### src/rtl/obc_da_sequencer_if.sv
// Bundle of frame-input, combiner and result signals for the OBC
// distributed-arithmetic sequencer.
// The master modport is the sequencer itself.
// The slave modport is the environment around it: the frame source, the
// 8-ROM combiner and the result consumer.
interface obc_da_sequencer_if #(
    parameter int DW = 8,
    parameter int AW = 32
);
    logic                      in_valid;
    logic                      in_ready;
    logic [16*DW-1:0]          in_data;
    logic signed [AW+DW-1:0]   obc_offset;
    logic [15:0]               slice;
    logic                      i_sel;
    logic signed [AW-1:0]      romout;
    logic                      out_valid;
    logic                      out_ready;
    logic signed [AW+DW-1:0]   out_re;
    logic signed [AW+DW-1:0]   out_im;
    logic                      busy;

    modport master (
        input  in_valid, in_data, obc_offset, romout, out_ready,
        output in_ready, slice, i_sel, out_valid, out_re, out_im, busy
    );

    modport slave (
        output in_valid, in_data, obc_offset, romout, out_ready,
        input  in_ready, slice, i_sel, out_valid, out_re, out_im, busy
    );
endinterface

### src/rtl/obc_da_sequencer.sv
// OBC distributed-arithmetic bit-serial sequencer.
// It holds a frame of 16 samples and streams one bit-slice per cycle, MSB
// first, to an external 8-ROM combiner.
// It Horner-accumulates the combiner partial sums: one real pass, then one
// imaginary pass.
// Each pass result adds the offset once and is registered.
// The real and imaginary results are then presented with a valid/ready
// handshake.
module obc_da_sequencer #(
    parameter int DW = 8,
    parameter int AW = 32
) (
    input  logic               clk,
    input  logic               rst_n,
    obc_da_sequencer_if.master bus
);
    localparam int BW = (DW > 1) ? $clog2(DW) : 1;
    localparam int RW = AW + DW;
    localparam logic [BW-1:0] B_TOP = BW'(DW - 1);

    typedef enum logic [1:0] {IDLE, RUN_RE, RUN_IM, DONE} state_t;

    state_t              state_reg;
    logic [16*DW-1:0]    data_reg;
    logic signed [RW-1:0] offset_reg;
    logic [BW-1:0]       b_reg;
    logic signed [RW-1:0] acc_reg;
    logic signed [RW-1:0] out_re_reg;
    logic signed [RW-1:0] out_im_reg;
    logic                i_sel_reg;
    logic                out_valid_reg;

    logic signed [RW-1:0] rom_ext;
    logic signed [RW-1:0] acc_next;
    logic signed [RW-1:0] pass_sum;
    logic [15:0]         slice_bits;
    logic                running;

    assign running = (state_reg == RUN_RE) || (state_reg == RUN_IM);

    // Pick bit b of every held sample to form the slice sent to the combiner.
    genvar gi;
    generate
        for (gi = 0; gi < 16; gi++) begin : g_slice
            logic [DW-1:0] sample;
            assign sample         = data_reg[gi*DW +: DW];
            assign slice_bits[gi] = sample[b_reg];
        end
    endgenerate

    // Horner step. The MSB slice carries negative weight in two's
    // complement, so the first term is subtracted.
    always_comb begin
        rom_ext  = RW'(bus.romout);
        acc_next = '0;
        if (b_reg == B_TOP) begin
            acc_next = -rom_ext;
        end else begin
            acc_next = (acc_reg <<< 1) + rom_ext;
        end
        pass_sum = acc_next + offset_reg;
    end

    // Control FSM. All datapath registers share this one block.
    always_ff @(posedge clk) begin
        if (!rst_n) begin
            state_reg     <= IDLE;
            data_reg      <= '0;
            offset_reg    <= '0;
            b_reg         <= B_TOP;
            acc_reg       <= '0;
            out_re_reg    <= '0;
            out_im_reg    <= '0;
            i_sel_reg     <= 1'b0;
            out_valid_reg <= 1'b0;
        end else begin
            case (state_reg)
                IDLE: begin
                    if (bus.in_valid) begin
                        data_reg   <= bus.in_data;
                        offset_reg <= bus.obc_offset;
                        b_reg      <= B_TOP;
                        i_sel_reg  <= 1'b0;
                        state_reg  <= RUN_RE;
                    end
                end
                RUN_RE: begin
                    acc_reg <= acc_next;
                    if (b_reg == '0) begin
                        out_re_reg <= pass_sum;
                        b_reg      <= B_TOP;
                        i_sel_reg  <= 1'b1;
                        state_reg  <= RUN_IM;
                    end else begin
                        b_reg <= b_reg - 1'b1;
                    end
                end
                RUN_IM: begin
                    acc_reg <= acc_next;
                    if (b_reg == '0) begin
                        out_im_reg    <= pass_sum;
                        b_reg         <= B_TOP;
                        out_valid_reg <= 1'b1;
                        state_reg     <= DONE;
                    end else begin
                        b_reg <= b_reg - 1'b1;
                    end
                end
                DONE: begin
                    if (bus.out_ready) begin
                        out_valid_reg <= 1'b0;
                        state_reg     <= IDLE;
                    end
                end
                default: state_reg <= IDLE;
            endcase
        end
    end

    assign bus.in_ready  = (state_reg == IDLE);
    assign bus.busy      = (state_reg != IDLE);
    assign bus.slice     = running ? slice_bits : 16'h0000;
    assign bus.i_sel     = i_sel_reg;
    assign bus.out_valid = out_valid_reg;
    assign bus.out_re    = out_re_reg;
    assign bus.out_im    = out_im_reg;
endmodule

### src/flat_wrapper.sv
// flat-port wrapper written by rule: the top's interface ports become plain ports
module obc_da_sequencer_flat 
#(
    parameter int DW = 8,
    parameter int AW = 32
)
  (clk, rst_n, bus_in_valid, bus_in_data, bus_obc_offset, bus_romout, bus_out_ready, bus_in_ready, bus_slice, bus_i_sel, bus_out_valid, bus_out_re, bus_out_im, bus_busy);
  obc_da_sequencer_if #(.DW(DW), .AW(AW)) bus_i ();
  input  logic clk;
  input  logic rst_n;
  input wire logic [$bits(bus_i.in_valid)-1:0] bus_in_valid;
  input wire logic [$bits(bus_i.in_data)-1:0] bus_in_data;
  input wire logic [$bits(bus_i.obc_offset)-1:0] bus_obc_offset;
  input wire logic [$bits(bus_i.romout)-1:0] bus_romout;
  input wire logic [$bits(bus_i.out_ready)-1:0] bus_out_ready;
  output wire logic [$bits(bus_i.in_ready)-1:0] bus_in_ready;
  output wire logic [$bits(bus_i.slice)-1:0] bus_slice;
  output wire logic [$bits(bus_i.i_sel)-1:0] bus_i_sel;
  output wire logic [$bits(bus_i.out_valid)-1:0] bus_out_valid;
  output wire logic [$bits(bus_i.out_re)-1:0] bus_out_re;
  output wire logic [$bits(bus_i.out_im)-1:0] bus_out_im;
  output wire logic [$bits(bus_i.busy)-1:0] bus_busy;
  assign bus_i.in_valid = bus_in_valid;
  assign bus_i.in_data = bus_in_data;
  assign bus_i.obc_offset = bus_obc_offset;
  assign bus_i.romout = bus_romout;
  assign bus_i.out_ready = bus_out_ready;
  assign bus_in_ready = bus_i.in_ready;
  assign bus_slice = bus_i.slice;
  assign bus_i_sel = bus_i.i_sel;
  assign bus_out_valid = bus_i.out_valid;
  assign bus_out_re = bus_i.out_re;
  assign bus_out_im = bus_i.out_im;
  assign bus_busy = bus_i.busy;
  obc_da_sequencer #(.DW(DW), .AW(AW)) u_core (.clk(clk), .rst_n(rst_n), .bus(bus_i));
endmodule
### config.mk
export PLATFORM = sky130hd
export DESIGN_NAME = obc_da_sequencer_flat
export DESIGN_NICKNAME = d
export VERILOG_FILES = /design/src/rtl/obc_da_sequencer_if.sv /design/src/rtl/obc_da_sequencer.sv /design/src/flat_wrapper.sv
export SDC_FILE = /design/constraint.sdc
export NUM_CORES = 1
export LEC_CHECK = 0
export CAP_MARGIN = 20
export CORE_MARGIN = 2
export CORE_UTILIZATION = 30
export CTS_BUF_LIST = sky130_fd_sc_hd__clkbuf_4 sky130_fd_sc_hd__clkbuf_8
export CTS_CLUSTER_DIAMETER = 120
export DETAILED_ROUTE_END_ITERATION = 6
export SKIP_LAST_GASP = 1
export SLEW_MARGIN = 20
export SYNTH_ARGS = -nofsm -noshare
export SYNTH_HDL_FRONTEND = slang
export SYNTH_SLANG_ARGS = --single-unit
### constraint.sdc
create_clock -name clk -period 6.45 [get_ports clk]
set_clock_uncertainty 0.15 [all_clocks]
set_input_delay 1.29 -clock clk [delete_from_list [all_inputs] [get_ports clk]]
set_output_delay 1.29 -clock clk [all_outputs]
set_load 0.1 [all_outputs]
==> summary.md <==
| Metric | Value |
|---|---|
| Post-synth top cells | nand2_1, a21oi_1, dfxtp_1, nor2_1, clkbuf_1 |
| Status | finished, final reports clean |
| Area grow syn2layout | 38.7% |
| Met1 Use GR | 0.224 |
| Die Span X | 237 um |
| Number of synthesized flops with an enable pin | 0 |
| Async SR Flop Fraction | 0 |
| Fin crit period | approximately 6000 ps |
| CP max stage cell | or4_1 |
| Post-CTS sizing | 0 |
| CP Cell Sequence | clkdlybuf4s50_1 -> ha_1 -> a21o_1 -> a21oi_1 -> o21bai_1 -> a211oi_1 -> buf_4 -> o31a_1 -> o211ai_1 -> a21oi_1 -> xnor2_1 -> a21oi_1 -> inv_1 -> ha_1 -> a21o_1 -> a21o_1 -> a21oi_1 -> o21ai_0 -> and2_1 -> o2111a_1 -> or4_1 -> nand3_1 -> xnor2_1 -> a21oi_1 |
| Ys flop type | dfxtp_1 |
| Setup bufs post-CTS | 0 |
| DR WL/cell | 17.5 um |
| R2r endpoint | u_core.bus.out_im[39] |
| Hold Violations, Final | 0 |
| Crit share post-route | 0.950 |
| IO Count | 304 |
| CP arrival | 6470 ps |
| Pwr Total | about 0.0087 W |
| Hold Path End | u_core.data_reg[9] |
| Core area | 53700 um2 |
| Worst Setup Slack post-DPL | -373 ps |
| Hold_sp | u_core.data_reg[9] |
| Setup slack after layout | roughly 320 ps |
| Syn Std Cell Area | 16300 um2 |
| Largest fanout on the critical path | 3 |
| Layout cells sized above 1 | 0.156 |
| First-pass GRT wire length | between 80000 and 90000 um |
| Initial core utilization | 0.303 |
| Synth cell types | 76 |
| Max Slew Vio Count | 0 |
| Final net count | between 2000 and 3000 |
| Cell Pwr Density | between 300 and 400 nW/um2 |
| # DRC | 0 |
| Worst reg2reg setup slack | ~1000 ps |
| Worst setup EP type | flop |
| Worst-skew pair later-pin latency | roughly 660 ps |
| Dpl hpwl | about 43000 um |
| Count leader, synth | nand2_1 |
| Drt first pass iters | 5 |
| Leakage power | ~9.3 nW |
| DRT iter0 DRCs | 856 |
| RSZ-0062 raised after global routing | no |
| Crit path launch | bus_romout[2] |
| Met3 Use GR | 0.0540 |
| Worst r2r path cells | 23 |
| Overall Global Routing Usage | 0.201 |
| # fillers | roughly 5400 |
| Initial antenna violation count | 5 |
| Final setup fails | 0 |
| Maximum vdd drop | between 0.15 and 0.2 mV |
| Required @ worst endpoint | between 6000 and 7000 ps |
| DIE AREA | approximately 56000 um2 |
| Share of the synthesized area in the top cell type | 0.362 |
| Clock buffer depth | 3 |
| Syn Inst Count | just over 2000 |
| Port Buf Inserts | between 300 and 400 |
| Slew headroom | 0.277 |
| Area occupied by multi-input gates | about 10000 um2 |
| Syn avg cell area | between 7 and 8 um2 |
| Worst reg2reg path startpoint | u_core.acc_reg[1] |
| Drt via density | about 5.0 |
| Via count | 16400 |
| Min-Delay Path Class | flop to flop |
| GR Util met2 | 0.360 |
| CTS clk-pin slew, worst paths | about 60 ps |
| DRT antenna net count | 0 |
| Max FFs per register | roughly 130 |
| Placer congestion estimate | roughly 0.9 |
| Total CTS buffers | 54 |
| Die Y | ~240 um |
| WL final | around 57000 um |
| Worst hold path depth | 2 |
| Crit path largest cell delay | between 500 and 600 ps |
| Crit Path Category | input port to flop |
| Register Area | between 5000 and 6000 um2 |
| Site Rows | 85 |
| Synth area leader | dfxtp_1 |
| Measured slew at the worst slew-check pin | between 1000 and 1500 ps |
| Fmax | ~0.16 GHz |
| CP dominant cell by count | a21oi_1 |
| Pin count of the biggest net entering global routing | 101 |
| GRT Max-Usage Layer | met2 |
| Synth top area cells | dfxtp_1, nand2_1, a21oi_1 |
| # hold bufs at CTS | 0 |
| Sequential fraction of the synthesis area | 0.362 |
| Syn nets | approximately 2400 |
| Yosys warning count | 0 |
| Max-cap viol count | 0 |
| CTS tree | yes |
| Gr ovfl total | 0 |
| Number of global-route vias before repair | 16900 |
| Clock sink count | a little under 300 |
| CTS H-tree lvls | 2 |
| Flops & latches, synth | 294 |
| Startpoint Class | input port |
| Clock root cell | clkbuf_8 |
-- critical path, delay by kind of cell --
kind / cells / cell delay, ps
AO/OA/AOI/OAI: 14 / 2780
AND/OR/NAND/NOR: 3 / 840
buffers and inverters: 3 / 710
adder cells (fa/ha/maj): 2 / 600
XOR/XNOR: 2 / 230
-- per-stage QoR --
stage	utilization	instances	TNS (ps)	hold slack, ps	instance area (um2)
6_report	0.420	3266	0	301	22500
5_1_grt	0.420	3264	0	319	22500
4_1_cts	0.419	3264	0	304	22500
3_5_place_dp	0.396	3164	-8150	296	21300
3_3_place_gp	0.396	3164	-5870	289	21300
2_1_floorplan	-	2073	0	283	16300
-- layout make-up --
type	count	area share
Sequential cell	294	0.261
Timing Repair Buffer	516	0.204
Multi-Input combinational cell	1617	0.434
Clock buffer	85	0.0480
Tap cell	696	0.0386
Inverter	41	0.00705
Clock inverter	15	0.00683
Antenna cell	2	0.000222
-- logic make-up after synthesis --
logic type / share of synthesized area
AOI/OAI and AO/OA: 0.210
xor gates and xnor gates: 0.0442
adders and majority gates: 0.0702
buffers and inverters: 0.0375
DFF: 0.362
muxes: 0.0666
and+or+nand+nor: 0.209
-- worst max-delay path by stage --
stage,to
6_report,u_core.bus.out_im[39]
5_1_grt,u_core.bus.out_im[35]
4_1_cts,u_core.bus.out_im[30]
3_5_place_dp,u_core.bus.out_im[30]
3_3_place_gp,u_core.bus.out_re[38]
2_1_floorplan,u_core.bus.out_re[39]
-- metal layers --
layer  vias to the layer above  wire [um]
met3                       104       4070
li1                       8146          -
met1                      7680      22800
met2                       495      28000
met5                         -         41
met4                         6       2120
-- power breakdown --
part	switching, W	internal [W]
clock	0.000851	0.00116
combinational	0.00259	0.00184
sequential	0.000167	0.00210
total	0.00361	0.00510
-- placed cells by master, fill, tap and decap left out, types with 10 or more instances in the layout --
| cell | count |
|---|---|
| buf_4 | 222 |
| o21bai_1 | 16 |
| or3_1 | 12 |
| a21o_1 | 36 |
| nand2b_1 | 14 |
| a31oi_1 | 11 |
| nor2_1 | 115 |
| clkbuf_8 | 71 |
| clkdlybuf4s50_1 | 293 |
| ha_1 | 88 |
| o21a_1 | 11 |
| nor3_1 | 25 |
| xor2_1 | 34 |
| xnor2_1 | 48 |
| a21oi_1 | 328 |
| a211oi_1 | 13 |
| nand4_1 | 10 |
| o21ai_0 | 79 |
| and2_1 | 12 |
| mux2i_1 | 35 |
| dfxtp_1 | 292 |
| nand3_1 | 41 |
| inv_1 | 39 |
| nand2_1 | 515 |
| o31ai_1 | 13 |
| and3_1 | 10 |
| clkbuf_4 | 14 |
| mux4_2 | 32 |
Power figures use the tool's default switching activity.
